===== src/rtl/pan_pkg.sv =====
// Shared types and constants for the stereo pan mixer.
package pan_pkg;

   typedef enum logic [2:0] {
      IDLE,
      SLEW,
      MUL_L,
      MUL_R,
      DONE
   } state_t;

   localparam logic [15:0] PAN_MAX    = 16'h7FFF;
   localparam logic [15:0] PAN_CENTER = 16'h4000;

   // Pan words above full-right are treated as full-right.
   function automatic logic [15:0] clamp_pan(input logic [15:0] pan);
      return pan[15] ? PAN_MAX : pan;
   endfunction

   // Q15 gain: arithmetic shift (floor) of the 32-bit product, keep 16 bits.
   function automatic logic signed [15:0] scale_q15(input logic signed [31:0] prod);
      return 16'(prod >>> 15);
   endfunction

endpackage


===== src/rtl/pan_slew.sv =====
// Applied-pan register that walks toward the target by at most SLEW_STEP
// per step strobe, landing exactly on the target (no overshoot).
module pan_slew
   import pan_pkg::*;
#(
   parameter logic [15:0] SLEW_STEP = 16'h0040
) (
   input  logic        clk,
   input  logic        rst,
   input  logic        step,
   input  logic [15:0] target,
   output logic [15:0] pan_cur
);

   logic [15:0] up_gap;
   logic [15:0] dn_gap;
   logic [15:0] pan_next;

   // Next applied pan: full step toward target, or snap onto it when close.
   always_comb begin
      up_gap   = target - pan_cur;
      dn_gap   = pan_cur - target;
      pan_next = target;
      if (SLEW_STEP != 16'h0000) begin
         if (target > pan_cur) begin
            if (up_gap > SLEW_STEP) pan_next = pan_cur + SLEW_STEP;
         end else if (target < pan_cur) begin
            if (dn_gap > SLEW_STEP) pan_next = pan_cur - SLEW_STEP;
         end
      end
   end

   // Applied pan updates once per accepted sample, centred after reset.
   always_ff @(posedge clk or posedge rst) begin
      if (rst)       pan_cur <= PAN_CENTER;
      else if (step) pan_cur <= pan_next;
   end

endmodule


===== src/rtl/stereo_pan_mixer.sv =====
// Mono-to-stereo pan mixer sharing one 16x16 multiplier across the left
// and right gains, sequenced by a five-state FSM.
module stereo_pan_mixer
   import pan_pkg::*;
#(
   parameter logic [15:0] SLEW_STEP = 16'h0040
) (
   input  logic               CLOCK_50,
   input  logic               RESET,
   input  logic               SAMPLE_EN,
   input  logic signed [15:0] SAMPLE_IN,
   input  logic        [15:0] PAN_IN,
   output logic signed [15:0] LEFT_OUT,
   output logic signed [15:0] RIGHT_OUT,
   output logic               OUT_VALID,
   output logic               BUSY,
   output logic               OVERRUN
);

   state_t             state;
   state_t             state_next;
   logic signed [15:0] sample_r;
   logic        [15:0] pan_tgt;
   logic        [15:0] pan_cur;
   logic signed [15:0] left_r;
   logic        [15:0] coef;
   logic signed [31:0] prod;

   pan_slew #(
      .SLEW_STEP (SLEW_STEP)
   ) u_slew (
      .clk     (CLOCK_50),
      .rst     (RESET),
      .step    (state == SLEW),
      .target  (pan_tgt),
      .pan_cur (pan_cur)
   );

   // Shared multiplier: left gain is the complement of the applied pan.
   // pan_cur never exceeds 0x7FFF, so coef is a zero-extended 15-bit value.
   always_comb begin
      coef = pan_cur;
      if (state == MUL_L) coef = PAN_MAX - pan_cur;
      prod = sample_r * $signed(coef);
   end

   // FSM state register.
   always_ff @(posedge CLOCK_50 or posedge RESET) begin
      if (RESET) state <= IDLE;
      else       state <= state_next;
   end

   // FSM next-state: one pass IDLE -> SLEW -> MUL_L -> MUL_R -> DONE.
   always_comb begin
      state_next = state;
      case (state)
         IDLE:    if (SAMPLE_EN) state_next = SLEW;
         SLEW:    state_next = MUL_L;
         MUL_L:   state_next = MUL_R;
         MUL_R:   state_next = DONE;
         DONE:    state_next = IDLE;
         default: state_next = IDLE;
      endcase
   end

   // Input capture, left partial result, paired output update, overrun flag.
   always_ff @(posedge CLOCK_50 or posedge RESET) begin
      if (RESET) begin
         sample_r  <= '0;
         pan_tgt   <= PAN_CENTER;
         left_r    <= '0;
         LEFT_OUT  <= '0;
         RIGHT_OUT <= '0;
         OVERRUN   <= 1'b0;
      end else begin
         if (SAMPLE_EN && state == IDLE) begin
            sample_r <= SAMPLE_IN;
            pan_tgt  <= clamp_pan(PAN_IN);
         end
         if (SAMPLE_EN && state != IDLE) OVERRUN <= 1'b1;
         if (state == MUL_L) left_r <= scale_q15(prod);
         if (state == MUL_R) begin
            LEFT_OUT  <= left_r;
            RIGHT_OUT <= scale_q15(prod);
         end
      end
   end

   assign OUT_VALID = (state == DONE);
   assign BUSY      = (state != IDLE);

endmodule


===== config.mk =====
export PLATFORM = sky130hd
export DESIGN_NAME = stereo_pan_mixer
export DESIGN_NICKNAME = d
export VERILOG_FILES = /design/src/rtl/pan_pkg.sv /design/src/rtl/pan_slew.sv /design/src/rtl/stereo_pan_mixer.sv
export SDC_FILE = /design/constraint.sdc
export NUM_CORES = 1
export LEC_CHECK = 0
export ABC_CLOCK_PERIOD_IN_PS = 21500
export CAP_MARGIN = 20
export CORE_MARGIN = 10
export CORE_UTILIZATION = 35
export CTS_BUF_LIST = sky130_fd_sc_hd__clkbuf_16
export DETAILED_ROUTE_END_ITERATION = 10
export DONT_BUFFER_PORTS = 1
export HOLD_SLACK_MARGIN = 0.02
export SYNTH_ARGS = -nofsm -noshare
export SYNTH_HDL_FRONTEND = slang
export SYNTH_SLANG_ARGS = --single-unit

===== constraint.sdc =====
create_clock -name CLOCK_50 -period 21.5 [get_ports CLOCK_50]
set_clock_uncertainty 0.1 [all_clocks]
set_input_delay 2.15 -clock CLOCK_50 [delete_from_list [all_inputs] [get_ports CLOCK_50]]
set_output_delay 2.15 -clock CLOCK_50 [all_outputs]
set_load 0.05 [all_outputs]

==> results of run 1 <==
-- worst max-delay path, stage by stage, from the launching register on --
cell                      delay (ns)
sky130_fd_sc_hd__dfrtp_1        0.47
sky130_fd_sc_hd__or3b_2         0.47
sky130_fd_sc_hd__buf_4          0.32
sky130_fd_sc_hd__xnor2_2        0.80
sky130_fd_sc_hd__nand2_1        0.18
sky130_fd_sc_hd__fa_1           0.53
sky130_fd_sc_hd__fa_1           0.49
sky130_fd_sc_hd__inv_1          0.05
sky130_fd_sc_hd__fa_1           0.50
sky130_fd_sc_hd__inv_1          0.05
sky130_fd_sc_hd__fa_1           0.49
sky130_fd_sc_hd__fa_1           0.40
sky130_fd_sc_hd__fa_1           0.52
sky130_fd_sc_hd__inv_1          0.04
sky130_fd_sc_hd__ha_1           0.34
sky130_fd_sc_hd__a21o_1         0.18
sky130_fd_sc_hd__a21o_1         0.16
sky130_fd_sc_hd__a21o_1         0.18
sky130_fd_sc_hd__nor3_1         0.19
sky130_fd_sc_hd__or4b_2         0.70
sky130_fd_sc_hd__a31oi_1        0.34
sky130_fd_sc_hd__o21ai_0        0.18
sky130_fd_sc_hd__a21oi_1        0.20
sky130_fd_sc_hd__xor2_1         0.20
sky130_fd_sc_hd__o21ai_0        0.10
-- layout make-up --
class / count / area share
timing repair buffer: 22 / 0.0116
sequential: 99 / 0.155
inverter: 312 / 0.0736
clock buffer: 9 / 0.0141
tap: 539 / 0.0423
clock inverter: 7 / 0.00588
multi-input combinational: 1171 / 0.697
-- flip-flops by register name, summed over array words and instances, names as in the netlist --
register and count:
pan_tgt 15, left_r 16, LEFT_OUT 16, RIGHT_OUT 16, sample_r 16, state 3, OVERRUN 1, u_slew.pan_cur 16
-- final timing paths --
kind	from	to	slack, ns
max	state[1]	RIGHT_OUT[12]	13.15
min	left_r[12]	LEFT_OUT[12]	0.38
max reg2reg	state[1]	RIGHT_OUT[12]	13.15
min reg2reg	left_r[12]	LEFT_OUT[12]	0.38
max in group asynchronous	RESET	LEFT_OUT[1]	18.77
min in group asynchronous	RESET	pan_tgt[2]	1.49
-- cell usage in the layout (no fill, tap or decap), drive strengths merged, types with 4 or more instances in the layout --
cell type and count:
a211o 5, a211oi 8, a21o 24, a21oi 47
a31oi 7, and2 113, and3 5, and4 5
buf 22, clkbuf 9, dfrtp 97, fa 256
ha 109, inv 314, mux2 18, nand2 246
nand2b 14, nand3 15, nand4 10, nor2 36
nor2b 6, nor3 14, nor3b 4, o21a 6
o21ai 102, o21bai 8, o22ai 4, or3 6
xnor2 47, xor2 11
-- kinds of logic after synthesis --
logic type      Yosys count
simple gates            488
buf+inv                 388
fa+ha+maj               365
compound gates          240
flops                    99
xor+xnor                 58
mux                      20
-- metal layers --
layer	up-vias	global-route usage
li1	5053	-
met1	5588	0.184
met2	238	0.276
met3	54	0.0274
met4	2	0.0443
met5	-	0
-- per-stage QoR --
stage               std cells  cell area [um2]  setup WS (ns)
floorplan                1658            15100          13.49
global placement         2142            15600          13.37
detailed placement       2142            15600          13.17
CTS                      2158            15900          13.15
global route             2159            16000          12.57
finish                   2159            16000          13.15
==> results.json, run 1 <==
{
  "min-delay-path-class": "flop to flop",
  "drt-initial-drc-count": 592,
  "routabilityCongestion": 0.891,
  "post_synth_fa_ha_maj_area_fraction": 0.431,
  "tritoncts_num_sinks": 99,
  "drt_pre_antenna_iters": 5,
  "yosysTopAreaCell": "sky130_fd_sc_hd__fa_1",
  "worst_setup_hold_path_clk_slew_ns": 0.08,
  "clock.fmax_mhz": 120,
  "root_buffer": "sky130_fd_sc_hd__clkbuf_16",
  "share_of_async_settable_or_async_resettable_flops_after_synthesis": 1.00,
  "detail_route.wirelength_mm": 37.6,
  "row_count": 75,
  "timing.critical_path.from_type": "flop",
  "synth_compound_gate_area_share": 0.0995,
  "cts_tree": "done",
  "crit_path_max_fanout": 48,
  "synth_common_cells": "sky130_fd_sc_hd__inv_1, sky130_fd_sc_hd__fa_1, sky130_fd_sc_hd__nand2_1, sky130_fd_sc_hd__and2_1, sky130_fd_sc_hd__ha_1",
  "syn2layout_area_growth_pct": 5.94,
  "route.detailed.vias_per_inst": 5.06,
  "hold_path_depth": 2,
  "post-cts-setup-buffers": 0,
  "post_synth_inst_count": 1658,
  "global_route_wire_length_before_repair_mm": 62.4,
  "maxCapViolations": 0,
  "die_width_um": 227,
  "drc": 0,
  "post_cts_resized": 0,
  "drive_gt1_frac": 0.0457,
  "critical_path_arrival_ns": 8.50,
  "finalCriticalPeriod_ns": 8.35,
  "postLayoutCoreUtil": 0.378,
  "drt-wirelength-per-cell_um": 17.4,
  "antenna_cells_inserted": 0,
  "placement.io_buffers": 0,
  "netlist_top_cells_area": "sky130_fd_sc_hd__fa_1, sky130_fd_sc_hd__dfrtp_1, sky130_fd_sc_hd__ha_1, sky130_fd_sc_hd__inv_1, sky130_fd_sc_hd__nand2_1",
  "design.final.nets": 2015,
  "yosysUniqueCellTypes": 66,
  "first_global_vias": 11757,
  "grt_use_total": 0.154,
  "highest-signal-layer": "met5",
  "timing_worst_slew_pin_value_ns": 0.953,
  "slew-limit-headroom": 0.361,
  "final_hold_viol_count": 0,
  "cts-buffers-inserted": 9,
  "area_used_by_multi_input_combinational_logic_um2": 11100,
  "synth.most_common_cell": "sky130_fd_sc_hd__inv_1",
  "synth.yosys.warnings": 0,
  "xor_xnor_fraction_of_synth_area": 0.0337,
  "synth_fp_nets": 2058,
  "post_synth_and_or_nand_nor_area_fraction": 0.158,
  "die_y_um": 227,
  "ctsHoldBuffers": 0,
  "synth_mux_area_frac": 0.0148,
  "start_util": 0.357,
  "ys_seq_elements": 99,
  "worst_ep_required_time_ns": 21.65,
  "grt-ovfl-total": 0,
  "syn-cell-area_um2": 15100,
  "register_area_um2": 2480,
  "largest_family_of_logic_cells_by_synthesized_area": "adder cells",
  "detailroute.wirelength.met3_mm": 1.62,
  "htree_num_levels": 3,
  "timing.critical_path.to_type": "flop",
  "finalCritPeriodShare": 0.388,
  "timing_worst_setup_path_type": "flop to flop",
  "run_status": "finished, final reports clean",
  "pin_count_of_the_biggest_net_entering_global_routing": 77,
  "synth-main-ff-cell": "sky130_fd_sc_hd__dfrtp_1",
  "layout.filler_cells": 4326,
  "cts_buffer_depth": 2,
  "met1Wirelength_mm": 15.3,
  "slew_viol_final": 0,
  "ios": 70,
  "dp_hpwl_mm": 29.8,
  "floorplan.core_area_um2": 42200,
  "number_of_synthesized_flops_with_an_enable_pin": 0,
  "finalHoldWorstSlack_ns": 0.379,
  "initial_antenna_violation_count": 3,
  "met2_wirelength_mm": 19.8,
  "synth_largest_type_area_fraction": 0.340,
  "setup_viol": 0,
  "totalNegativeSetupSlack_ns": 0,
  "vias": 10935,
  "design.die.area_um2": 51700,
  "setup_repair_after_global_routing_missed_its_margin": "false",
  "detail-route-antenna-nets": 0,
  "seq_area_frac_synth": 0.165,
  "syn_area_per_cell_um2": 9.08,
  "timing.reg2reg.worst_path_depth": 24,
  "worst_skew_pair_latency_ns": 0.38
}
Power of run 1 is not shown: default switching activity piles up to over one toggle a cycle in this logic, so the estimate is an artifact.
==> inputs of run 2 (changes only) <==
ABC_CLOCK_PERIOD_IN_PS = 7000   (was 21500)
clock period = 7 ns   (was 21.5 ns; I/O delays follow)
==> run 2 against run 1 <==
Compared with the run above:
- the run now ends with negative setup slack left
- routed wire length grew 0.64%
- worst setup slack got worse by 13 ns
- sequential share of layout area decreased by 0.91 points
- non-clock buffer count is 80 higher
- critical endpoint is now left_r[15]
- largest cell class unchanged
==> results.json, run 2 (same netlist as run 1, synthesis figures left out) <==
{
  "run_status": "complete, but fails checks",
  "failed_checks": "negative setup slack",
  "crit_path_max_fanout": 10,
  "worst_slack_at_placement_ns": -0.0920,
  "dpl.cell_count": 2216,
  "cts-buffers-inserted": 9,
  "slew_viol_final": 0,
  "floorplan.core_area_um2": 42200,
  "routabilityCongestion": 0.850,
  "drt-wirelength-per-cell_um": 16.9,
  "timing_worst_setup_path_type": "flop to flop",
  "syn2layout_area_growth_pct": 12.5,
  "postLayoutCoreUtil": 0.401,
  "grt_busiest_layer": "met2",
  "placement.io_buffers": 0,
  "critical_path_arrival_ns": 7.21,
  "timing.critical_path.from_type": "flop",
  "crit_path_max_incr_delay_ns": 0.55,
  "global_route_wire_length_before_repair_mm": 62.6,
  "grt-ovfl-total": 0,
  "grt_use_met1": 0.194,
  "initial_antenna_violation_count": 4,
  "timing.rr.end": "left_r[15]",
  "detail-route-antenna-nets": 0,
  "tritoncts_num_sinks": 99,
  "design.final.nets": 2095,
  "htree_num_levels": 3,
  "route.detailed.vias_per_inst": 5.05,
  "setup_repair_after_global_routing_missed_its_margin": "true",
  "final_hold_viol_count": 0,
  "layout.cells.most_common": "sky130_fd_sc_hd__inv_1",
  "timing.critical_path.from": "state[2]",
  "design.die.area_um2": 51700,
  "vias": 11312,
  "row_count": 75,
  "cts_buffer_depth": 2,
  "r2r_setup_slack_ns": -0.06,
  "die_y_um": 227,
  "timing_worst_slew_pin_value_ns": 0.938,
  "finalInstanceArea_um2": 16900,
  "critical_path_cell_count": 24,
  "slew-limit-headroom": 0.372,
  "pin_count_of_the_biggest_net_entering_global_routing": 56,
  "first_global_vias": 11875,
  "cp_common_cell": "sky130_fd_sc_hd__fa_1",
  "layout.filler_cells": 4250,
  "post-route-worst-setup-slack_ns": -0.0639,
  "crit_end": "left_r[15]",
  "start_util": 0.357,
  "critical-path-top-delay-family": "adder cells",
  "drt-initial-drc-count": 635,
  "placedInstanceArea_um2": 16400,
  "dp_hpwl_mm": 31.4,
  "finalCritPeriodShare": 1.01,
  "maxCapViolations": 0,
  "grt_use_total": 0.153,
  "worst_ep_required_time_ns": 7.14,
  "setup_viol": 12,
  "min-delay-path-class": "primary input to asynchronous set/reset pin",
  "drive_gt1_frac": 0.116,
  "layout.cells.non_filler": 2240,
  "ios": 70,
  "critical_path_buf_inv_count": 4,
  "timing.reg2reg.worst_path_depth": 24,
  "worst_path_max_delay_cell": "sky130_fd_sc_hd__or4b_4",
  "gr-usage-met2": 0.268,
  "root_buffer": "sky130_fd_sc_hd__clkbuf_16",
  "drt_pre_antenna_iters": 5,
  "cts_tree": "done",
  "finalCriticalPeriod_ns": 7.06,
  "worst_setup_hold_path_clk_slew_ns": 0.08,
  "timing.critical_path.to_type": "flop",
  "r2r-start": "state[2]",
  "drc": 0,
  "critical_path.cell_chain": "or3b_4 -> buf_12 -> xnor2_2 -> buf_4 -> and2_1 -> fa_1 -> fa_1 -> fa_1 -> fa_1 -> fa_1 -> inv_1 -> fa_1 -> inv_2 -> ha_4 -> a21o_1 -> a21o_1 -> a21o_1 -> nor3_2 -> or4b_4 -> a31oi_4 -> o21ai_4 -> a21oi_2 -> xnor2_1 -> o21ai_1",
  "clock.fmax_mhz": 142,
  "detail_route.wirelength_mm": 37.9,
  "global_route.usage.met3": 0.0207,
  "worst_skew_pair_latency_ns": 0.37,
  "mostFrequentLayoutCells": "sky130_fd_sc_hd__inv_1, sky130_fd_sc_hd__fa_1, sky130_fd_sc_hd__nand2_1",
  "die_width_um": 227
}
[run 2: cell types whose count changed in the layout (fill, tap and decap cells not counted), moves of 7 or more]
| cell | previous run | this run |
|---|---|---|
| sky130_fd_sc_hd__buf_4 | 21 | 89 |
| sky130_fd_sc_hd__xnor2_1 | 46 | 34 |
| sky130_fd_sc_hd__o21ai_0 | 100 | 92 |
| sky130_fd_sc_hd__buf_6 | 0 | 7 |
| sky130_fd_sc_hd__xnor2_2 | 1 | 9 |
[run 2: routing by layer]
metal / up-vias / wire (um)
met2: 222 / 19500
met5: - / 49
li1: 5219 / -
met1: 5818 / 16200
met4: 6 / 829
met3: 47 / 1310
[run 2: worst register-to-register path: cells and delay by family (launching register included)]
kind / cells / cell delay [ns]
simple gates: 4 / 1.43
xor+xnor: 2 / 0.30
fa+ha+maj: 7 / 3.21
buf+inv: 4 / 0.48
flops: 1 / 0.38
compound gates: 7 / 1.07
[run 2: final cells by class]
class	instances	area (um2)	share of cell area
sequential	99	2480	0.146
multi-input combinational	1171	11400	0.675
clock buffer	9	225	0.0133
clock inverter	7	71.3	0.00421
tap	539	674	0.0398
timing repair buffer	102	875	0.0516
inverter	312	1170	0.0693
antenna	1	2.50	0.000148
[run 2: repair_timing]
action | 4_1_cts | 5_1_grt
setup buffers | 3 | 3
gates resized for setup | 18 | 27
pin swaps | 6 | 7
endpoints found under the hold margin | 0 | 0
setup endpoints to repair | 21 | 28
hold buffers | 0 | 0
gates cloned | 1 | 0
[run 2: worst min-delay path by stage]
stage / start / end / slack [ns]
6_report: RESET / u_slew.pan_cur[1] / 0.17
5_1_grt: RESET / RIGHT_OUT[14] / 0.21
4_1_cts: RESET / left_r[15] / 0.18
3_5_place_dp: left_r[13] / LEFT_OUT[13] / 0.36
3_3_place_gp: left_r[13] / LEFT_OUT[13] / 0.35
2_1_floorplan: left_r[0] / LEFT_OUT[0] / 0.34
[run 2: through the flow]
stage                     TNS [ns]  hold WS, ns
final                       -0.273        0.167
after global routing         -5.25        0.207
after CTS                   -0.488        0.183
after detailed placement    -0.791        0.363
after global placement     -0.0336        0.348
after floorplan            -0.0308        0.339
Power of run 2 is left out for the same reason.
